$ cat config.mk
export PLATFORM = sky130hd
export DESIGN_NAME = load_store_unit
export DESIGN_NICKNAME = d
export VERILOG_FILES = /design/src/rtl/load_store_unit_pkg.sv /design/src/rtl/load_store_unit_align.sv /design/src/rtl/load_store_unit.sv
export SDC_FILE = /design/constraint.sdc
export NUM_CORES = 1
export LEC_CHECK = 0
export BUFFER_PORTS_ARGS = -buffer_cell sky130_fd_sc_hd__buf_2
export CORE_MARGIN = 2
export CORE_UTILIZATION = 45
export CTS_CLUSTER_DIAMETER = 30
export CTS_CLUSTER_SIZE = 12
export DETAILED_ROUTE_END_ITERATION = 16
export PLACE_DENSITY = 0.85
export REMOVE_ABC_BUFFERS = 1
export SLEW_MARGIN = 20
export SYNTH_ARGS = -nofsm -noshare
export SYNTH_HDL_FRONTEND = slang
export SYNTH_SLANG_ARGS = --single-unit
$ cat constraint.sdc
create_clock -name clk -period 2.9 [get_ports clk]
set_input_delay 0.435 -clock clk [delete_from_list [all_inputs] [get_ports clk]]
set_output_delay 0.435 -clock clk [all_outputs]
set_load 0.005 [all_outputs]
$ cat src/rtl/load_store_unit_pkg.sv
// Shared encodings for the data-memory access stage and the control unit.
package load_store_unit_pkg;

  // funct3 access size / sign encodings
  localparam logic [2:0] LSU_B  = 3'b000;
  localparam logic [2:0] LSU_H  = 3'b001;
  localparam logic [2:0] LSU_W  = 3'b010;
  localparam logic [2:0] LSU_BU = 3'b100;
  localparam logic [2:0] LSU_HU = 3'b101;

  // Opcodes shared with the control unit
  localparam logic [6:0] OPC_LOAD  = 7'b0000011;
  localparam logic [6:0] OPC_STORE = 7'b0100011;

  typedef enum logic [1:0] {
    IDLE,
    BUSY,
    DONE
  } lsu_state_t;

  // Conflicting direction, unknown size code, or address not aligned to the access size
  function automatic logic lsu_fault(input logic rd, input logic wr,
                                     input logic [2:0] f3, input logic [1:0] addr_lo);
    logic illegal;
    logic unaligned;
    illegal   = (rd && wr)
             || (rd && (f3 == 3'b011 || f3 == 3'b110 || f3 == 3'b111))
             || (wr && (f3 > LSU_W));
    unaligned = (f3[1:0] == 2'b01 && addr_lo[0])
             || (f3[1:0] == 2'b10 && addr_lo != 2'b00);
    return illegal || unaligned;
  endfunction

endpackage

$ cat src/rtl/load_store_unit_align.sv
// Combinational lane steering: store data replication / byte strobes and
// load byte/halfword extraction with sign or zero extension.
module lsu_align
  import load_store_unit_pkg::*;
(
  input  logic [1:0]  addr_lo,
  input  logic [2:0]  funct3,
  input  logic [31:0] rs2_data,
  input  logic [31:0] rdata,
  output logic [31:0] wdata,
  output logic [3:0]  wstrb,
  output logic [31:0] load_ext
);

  logic [7:0]  sel_byte;
  logic [15:0] sel_half;

  // Pick the addressed byte and halfword out of the read word
  always_comb begin
    sel_byte = rdata[7:0];
    case (addr_lo)
      2'd0: sel_byte = rdata[7:0];
      2'd1: sel_byte = rdata[15:8];
      2'd2: sel_byte = rdata[23:16];
      2'd3: sel_byte = rdata[31:24];
      default: sel_byte = rdata[7:0];
    endcase
    sel_half = addr_lo[1] ? rdata[31:16] : rdata[15:0];
  end

  // Size-dependent steering for both directions
  always_comb begin
    wdata    = '0;
    wstrb    = '0;
    load_ext = '0;
    case (funct3)
      LSU_B: begin
        wdata    = {4{rs2_data[7:0]}};
        wstrb    = 4'b0001 << addr_lo;
        load_ext = {{24{sel_byte[7]}}, sel_byte};
      end
      LSU_H: begin
        wdata    = {2{rs2_data[15:0]}};
        wstrb    = 4'b0011 << addr_lo;
        load_ext = {{16{sel_half[15]}}, sel_half};
      end
      LSU_W: begin
        wdata    = rs2_data;
        wstrb    = 4'b1111;
        load_ext = rdata;
      end
      LSU_BU:  load_ext = {24'b0, sel_byte};
      LSU_HU:  load_ext = {16'b0, sel_half};
      default: load_ext = '0;
    endcase
  end

endmodule

$ cat src/rtl/load_store_unit.sv
// Data-memory access stage: issues one req/ready bus transaction per
// load/store, stalls the core meanwhile, reports faults and bus timeouts.
module load_store_unit
  import load_store_unit_pkg::*;
#(
  parameter int unsigned XLEN    = 32,
  parameter int unsigned TIMEOUT = 256
) (
  input  logic            clk,
  input  logic            rst,
  input  logic            MemRead,
  input  logic            MemWrite,
  input  logic [2:0]      funct3,
  input  logic [XLEN-1:0] alu_result,
  input  logic [XLEN-1:0] rs2_data,
  output logic            stall,
  output logic [XLEN-1:0] load_data,
  output logic            load_valid,
  output logic            misaligned,
  output logic            bus_err,
  output logic            mem_req,
  output logic            mem_we,
  output logic [XLEN-1:0] mem_addr,
  output logic [3:0]      mem_wstrb,
  output logic [XLEN-1:0] mem_wdata,
  input  logic [XLEN-1:0] mem_rdata,
  input  logic            mem_ready
);

  localparam int unsigned CW = (TIMEOUT > 1) ? $clog2(TIMEOUT) : 1;

  lsu_state_t  state;
  logic [CW-1:0] cnt;
  logic [1:0]  addr_lo_q;
  logic [2:0]  f3_q;
  logic        req;
  logic        fault;
  logic        can_issue;
  logic        expire;
  logic [1:0]  al_addr_lo;
  logic [2:0]  al_f3;
  logic [31:0] al_wdata;
  logic [3:0]  al_wstrb;
  logic [31:0] al_load;

  assign req   = MemRead | MemWrite;
  assign fault = lsu_fault(MemRead, MemWrite, funct3, alu_result[1:0]);

  // The cycle carrying bus_err still presents the timed-out instruction;
  // blocking issue there keeps it from being retried as a new request.
  assign can_issue  = !rst && (state == IDLE) && !bus_err;
  assign stall      = (state == BUSY) || (can_issue && req && !fault);
  assign misaligned = can_issue && req && fault;
  assign expire     = (TIMEOUT != 0) && (cnt == CW'(TIMEOUT - 1));

  // Live instruction fields while idle, latched ones once the bus is busy
  always_comb begin
    al_addr_lo = (state == IDLE) ? alu_result[1:0] : addr_lo_q;
    al_f3      = (state == IDLE) ? funct3 : f3_q;
  end

  lsu_align u_align (
    .addr_lo  (al_addr_lo),
    .funct3   (al_f3),
    .rs2_data (rs2_data),
    .rdata    (mem_rdata),
    .wdata    (al_wdata),
    .wstrb    (al_wstrb),
    .load_ext (al_load)
  );

  // Transaction FSM with registered bus signals and completion strobes
  always_ff @(posedge clk) begin
    if (rst) begin
      state      <= IDLE;
      cnt        <= '0;
      addr_lo_q  <= '0;
      f3_q       <= '0;
      mem_req    <= 1'b0;
      mem_we     <= 1'b0;
      mem_addr   <= '0;
      mem_wstrb  <= '0;
      mem_wdata  <= '0;
      load_data  <= '0;
      load_valid <= 1'b0;
      bus_err    <= 1'b0;
    end else begin
      load_valid <= 1'b0;
      bus_err    <= 1'b0;
      case (state)
        IDLE: begin
          if (can_issue && req && !fault) begin
            addr_lo_q <= alu_result[1:0];
            f3_q      <= funct3;
            mem_we    <= MemWrite;
            mem_addr  <= {alu_result[XLEN-1:2], 2'b00};
            mem_wstrb <= MemWrite ? al_wstrb : 4'b0000;
            mem_wdata <= al_wdata;
            mem_req   <= 1'b1;
            cnt       <= '0;
            state     <= BUSY;
          end
        end
        BUSY: begin
          if (mem_ready) begin
            mem_req <= 1'b0;
            if (!mem_we) begin
              load_valid <= 1'b1;
              load_data  <= al_load;
            end
            state <= DONE;
          end else if (expire) begin
            mem_req <= 1'b0;
            bus_err <= 1'b1;
            state   <= IDLE;
          end else begin
            cnt <= cnt + 1'b1;
          end
        end
        DONE:    state <= IDLE;
        default: state <= IDLE;
      endcase
    end
  end

endmodule
Yosys cells after proc, flatten, opt, wreduce, memory -nomap -nowiden
Cells that the tools add are included.
W data, S select, Z words.
{"block": "word_totals", "output_inout_bits": 106, "elab_cells": 92, "ff_bits": 117}
{"block": "classes", "shift": 2, "order_cmp": 1, "eq_ne": 18, "bitwise_logic": 4, "reduce_logical": 32, "mux": 22, "addsub": 1}
{"op": "$pmux W32 S5", "count": 1}
{"op": "$pmux W32 S3", "count": 1}
{"op": "$pmux W8 S4", "count": 1}
{"op": "$mux W8", "count": 3}
{"op": "$mux W16", "count": 1}
{"op": "$pmux W8 S2", "count": 1}
{"op": "$eq A3 B3 Y1 const B", "count": 4}
{"op": "$pmux W4 S3", "count": 1}
{"op": "$logic_and A1 B1 Y1", "count": 10}
{"op": "$add A8 B1 Y8 const B", "count": 1}
{"op": "$eq A8 B8 Y1 const B", "count": 1}
{"op": "$mux W2", "count": 4}
{"op": "$logic_or A1 B1 Y1", "count": 7}
{"op": "$eq A2 B1 Y1 const B", "count": 3}
{"op": "$eq A2 B2 Y1 const B", "count": 3}
{"op": "$eq A3 B2 Y1 const B", "count": 2}
{"op": "$reduce_and A3 Y1", "count": 2}
{"op": "$reduce_or A3 Y1", "count": 2}
{"op": "$mux W1", "count": 5}
{"op": "$logic_not A2 Y1", "count": 2}
{"op": "$mux W4", "count": 1}
{"op": "$ne A2 B2 Y1 const B", "count": 2}
{"op": "$pmux W2 S2", "count": 1}
{"op": "$reduce_and A2 Y1", "count": 2}
{"op": "14 further kinds", "count": 19}

Logic depth before layout (Yosys ltp)
{"block": "logic_depth", "word_depth": 11, "depth_mapped": 8, "ltp_nobuf": 6}

Modules after synthesis
From an unflattened synthesis, not the netlist that was laid out.
{"block": "hier_totals", "hier_cells": 773, "hier_area_um2": 6487.5}
{"mod": "load_store_unit", "area_each_um2": 5051.1, "n_inst": 1, "cells_each": 537, "seq_area_each_um2": 2342.2}
{"mod": "lsu_align", "area_each_um2": 1436.4, "n_inst": 1, "cells_each": 236, "seq_area_each_um2": 0.0}

Worst setup path after synthesis
No wires, ideal clock.
{"block": "synth_path", "path_type": "flip-flop to flip-flop", "start": "reg state[1]", "end": "reg load_data[22]", "path_buffers": 2, "path_stages_with_launch": 8, "setup_slack_ns": 0.658, "arrival_time_ns": 2.120, "setup_time_ns": 0.122, "t_required_ns": 2.778, "cell_sequence": "dfxtp_1 -> buf_4 -> o21a_1 -> nor2_2 -> mux4_2 -> a22o_4 -> buf_6 -> a221o_1"}
{"block": "synth_between", "elab_chain_len": 5}
{"item": "start, declared", "line_no": "load_store_unit.sv:32", "text": "lsu_state_t state;"}
{"item": "start signal, assigned", "line_no": "load_store_unit.sv:75", "text": "state <= IDLE;"}
{"item": "start signal, assigned", "line_no": "load_store_unit.sv:101", "text": "state <= BUSY;"}
{"item": "start signal, assigned", "line_no": "load_store_unit.sv:111", "text": "state <= DONE;"}
{"item": "$logic_not A2 Y1", "line_no": "load_store_unit.sv:58, load_store_unit.sv:59"}
{"item": "$mux W2", "line_no": "load_store_unit.sv:58", "text": "al_addr_lo = (state == IDLE) ? alu_result[1:0] : addr_lo_q;"}
{"item": "$eq A2 B2 Y1 (tied with other cells)", "line_no": "load_store_unit_align.sv:21", "text": "case (addr_lo)"}
{"item": "$pmux W8 S4", "line_no": "load_store_unit_align.sv:21"}
{"item": "$pmux W32 S5", "line_no": "load_store_unit_align.sv:36", "text": "case (funct3)"}
{"item": "end signal, assigned", "line_no": "load_store_unit.sv:109", "text": "load_data <= al_load;"}
{"item": "end, declared", "line_no": "load_store_unit.sv:17", "text": "output logic [XLEN-1:0] load_data,"}
Parallel ways exist; a longest one is shown, timed or not.
A chain may end at the register's enable or synchronous reset.

Worst setup path after layout
{"block": "layout_path", "start": "reg state[0]", "end": "out stall"}
{"block": "layout_between", "elab_chain_len": 6}
{"item": "$logic_not A2 Y1", "line_no": "load_store_unit.sv:51", "text": "assign can_issue = !rst && (state == IDLE) && !bus_err;"}
{"item": "$logic_and A1 B1 Y1 (2 in series)", "line_no": "load_store_unit.sv:51"}
{"item": "$logic_and A1 B1 Y1 (2 in series)", "line_no": "load_store_unit.sv:52", "text": "assign stall = (state == BUSY) || (can_issue && req && !fault);"}
{"item": "$logic_or A1 B1 Y1 (*)", "line_no": "load_store_unit.sv:52"}
{"item": "end, declared", "line_no": "load_store_unit.sv:16", "text": "output logic stall,"}
Mark *: on every way between the ends. The rest lies on a longest branch, timed or not.

==> impl_results.md <==
- Outcome: complete, no violations
- DP Wirelength: 11,550 um
- Largest delay contributor family on the critical path: simple AND/OR/NAND/NOR gates
- Hold Path Cell Cnt: 2
- Tmin final: between 2 and 3 ns
- Hold buffer count at cts: 0
- Antenna violations before repair: 2
- Mapped Area: 5132 um^2
- Setup CP Type: register to primary output
- First DRT Iteration DRCs: 536
- CTS Sinks: about 120
- Site Rows: 38
- Area leader, netlist: dfxtp_1
- Final hold violations: 0
- First-pass GRT wire length: 26,180 um
- Vias: 5,352
- I/O Buffers: between 200 and 250
- Slowest cell on crit path: nor2_2
- R2r setup slk: 0.43 ns
- Synthesized area per cell: 8.699 um^2
- Core Region: approximately 11,000 um^2
- Max Clock Skew: 0.007688 ns
- Die Y-Extent: ~110 um
- Asr flop ratio synth: 0
- PD cells: approximately 630 nW/um^2
- Most frequent cells in the layout: buf_2 (207), nand2_1 (127), dfxtp_1 (117)
- Clk_lat worst skew: slightly above 0.4 ns
- Largest cells by area after synthesis: dfxtp_1 (46%), nand2_1 (9.3%), a21oi_1 (4.8%)
- CTS Buf Count: 17
- Critical path arrival: 2.08 ns
- Vias in the first global route: 5,167
- Htree depth: 4
- DR vias/cell: around 5.7
- EDFF count, synth: 0
- Hold wc startpoint: rs2_data[21]
- Critical path cell sequence: nor2_2, o2111a_1, nand2_1, nand2_1, buf_2
- CP endpoint kind: primary output
- Setup TNS: 0 ns
- Capture point of the worst reg-to-reg path: load_data[10]$_SDFFE_PP0P_
- Post-Syn Instances: 590
- Fillers: 943
- R2R depth: 5
- WHS: ~0.22 ns
- Clock root buffer: clkbuf_16
- DIE AREA: 12,280 um^2
- Reg area: approximately 2300 um^2
- Overflow after GRT: 0
- Initial DRT Pass Iterations: 7
- Slew @ Worst Pin: 0.9500 ns
- # setup viols final: 0
- Ys flop type: dfxtp_1
- Flops & latches, synth: 117
- Starting density of the core: 0.4673
- Ports: 210
- Max Freq: 0.3969 GHz
- Setup bufs post-CTS: 0
- Post-CTS resize count: 0
- ANT nets after route: 0
- Synth cell types: 62
- Multi-input gate area: 2584 um^2
- Max incr delay on CP: 0.45 ns
- Fraction of layout cells with a size suffix above 1: 0.3516
- CP dominant cell by count: nand2_1
- DRC: 0
- Yosys warnings: 0
- Die Width: roughly 110 um
- Relative slew slack: 0.3654
- RSZ-0062 raised after global routing: false
- Reg2reg start: state[1]$_SDFFE_PP0P_
- Worst VDD drop: 469.2 uV
- Final net count: 894
- Slew Limit Fails: 0
- Tot GR Track Use: 0.2627
- Most common cell after layout, fill and taps aside: buf_2
- Hold Path Class: primary input to register
- Post-synth top area share: 0.4564
- GP Congestion: approximately 0.88
- Worst EP required: 2.47 ns
- Largest net degree at the start of global routing: 43
- Hold EP: mem_wdata[21]$_SDFFE_PP0P_
- Syn-to-layout area delta: 34.08%
- Register area share after synthesis: 0.4564
- Part of the cycle the worst path needs: 0.8688
- Antenna diodes: 0
- Crit path launch type: register
- Final WL: between 15,000 and 20,000 um
- Worst-path fanout max: 12
- Wire per inst: 17.31 um
- Clock Pin Slew Worst Setup and Hold Paths: 0.06 ns
- P_leak: 3.057 nW
- Max_cap viols: 0
- CTS tree: built
- Deepest clock path buffer count: 2
- Buf+Inv Stages, Crit Path: 1
==> synthesized netlist by cell type, types with 4 or more instances <==
cell type	n
nor2_1	14
o21ai_1	4
a32oi_1	8
inv_1	9
nand3_1	22
o2bb2ai_1	8
mux2_2	11
o21ai_0	30
a221o_1	16
o211ai_1	5
nor2b_1	8
or3_1	4
dfxtp_1	117
buf_1	9
a311oi_1	6
a21oi_1	49
o31ai_1	9
nand2_1	127
a21boi_0	6
mux2i_1	13
clkbuf_1	22
nand2b_1	6
and4_1	7
a22oi_1	23
buf_2	6
==> how the worst max path moves through the flow <==
| stage | depth (start not counted) | endpoint | start | slack [ns] |
|---|---|---|---|---|
| floorplan | 5 | mem_wdata[10]$_SDFFE_PP0P_ | state[0]$_SDFFE_PP0P_ | 0.003 |
| global placement | 6 | load_data[30]$_SDFFE_PP0P_ | funct3[1] | 0.37 |
| detailed placement | 6 | load_data[19]$_SDFFE_PP0P_ | funct3[1] | 0.27 |
| CTS | 5 | load_data[19]$_SDFFE_PP0P_ | state[0]$_SDFFE_PP0P_ | 0.37 |
| global route | 5 | stall | state[0]$_SDFFE_PP0P_ | 0.27 |
| finish | 5 | stall | state[0]$_SDFFE_PP0P_ | 0.38 |
==> kinds of logic after synthesis <==
logic type	Yosys count	share of synthesized area
adders and majority gates	1	0.002437
buffers and inverters	51	0.04388
other	1	0.0007306
and+or+nand+nor	211	0.1933
xor gates and xnor gates	1	0.001707
DFF	117	0.4564
muxes	25	0.05388
AOI/OAI and AO/OA	183	0.2477
==> report_power, final <==
group / internal [W] / switching, W / total, W / leakage [nW]
sequential: 0.00165 / 0.0000284 / 0.00168 / 0.946
combinational: 0.000200 / 0.000291 / 0.000491 / 1.82
clock: 0.00136 / 0.000787 / 0.00215 / 0.291
total: 0.00321 / 0.00111 / 0.00432 / 3.06
==> flip-flops by register name, summed over array words and instances, names as in the netlist, 2 cells and up <==
register / flops
load_data: 32
cnt: 8
mem_addr: 30
addr_lo_q: 2
mem_wstrb: 4
f3_q: 3
state: 2
mem_wdata: 32
==> cell type report <==
cell class              instances  share of cell area
multi-input cells             423              0.3755
flip-flops and latches        117              0.3404
repair buffers                221              0.1658
clock buffers                  18             0.06236
clock inverters                14             0.02564
well taps                     140             0.02545
inverters                       9            0.004909
==> through the flow <==
step	worst slack (ns)	instance area, um^2	std cells	utilization	power (W)
final	0.3806	6882	942	0.6266	0.004321
after global routing	0.2707	6882	942	0.6266	0.004464
after CTS	0.3681	6879	942	0.6263	0.004325
after detailed placement	0.2735	6274	910	0.5712	0.002196
after global placement	0.3731	6274	910	0.5712	0.002189
after floorplan	0.003036	4945	549	-	0.001953
==> routing by layer <==
layer  vias to the layer above  track usage  part of all wire
met3                        32      0.09677              0.11
met4                         2      0.08583             0.018
li1                       2551            -                 -
met2                       312       0.4327              0.48
met5                         -            0           0.00080
met1                      2455       0.3183              0.40
==> worst register-to-register path, cell delays in order, from the launching register on <==
cell	delay [ns]
dfxtp_1	0.58
or2_1	0.30
a31oi_1	0.27
a2111oi_2	0.93
a32oi_1	0.18
nand3_1	0.14
Power figures use the tool's default switching activity.
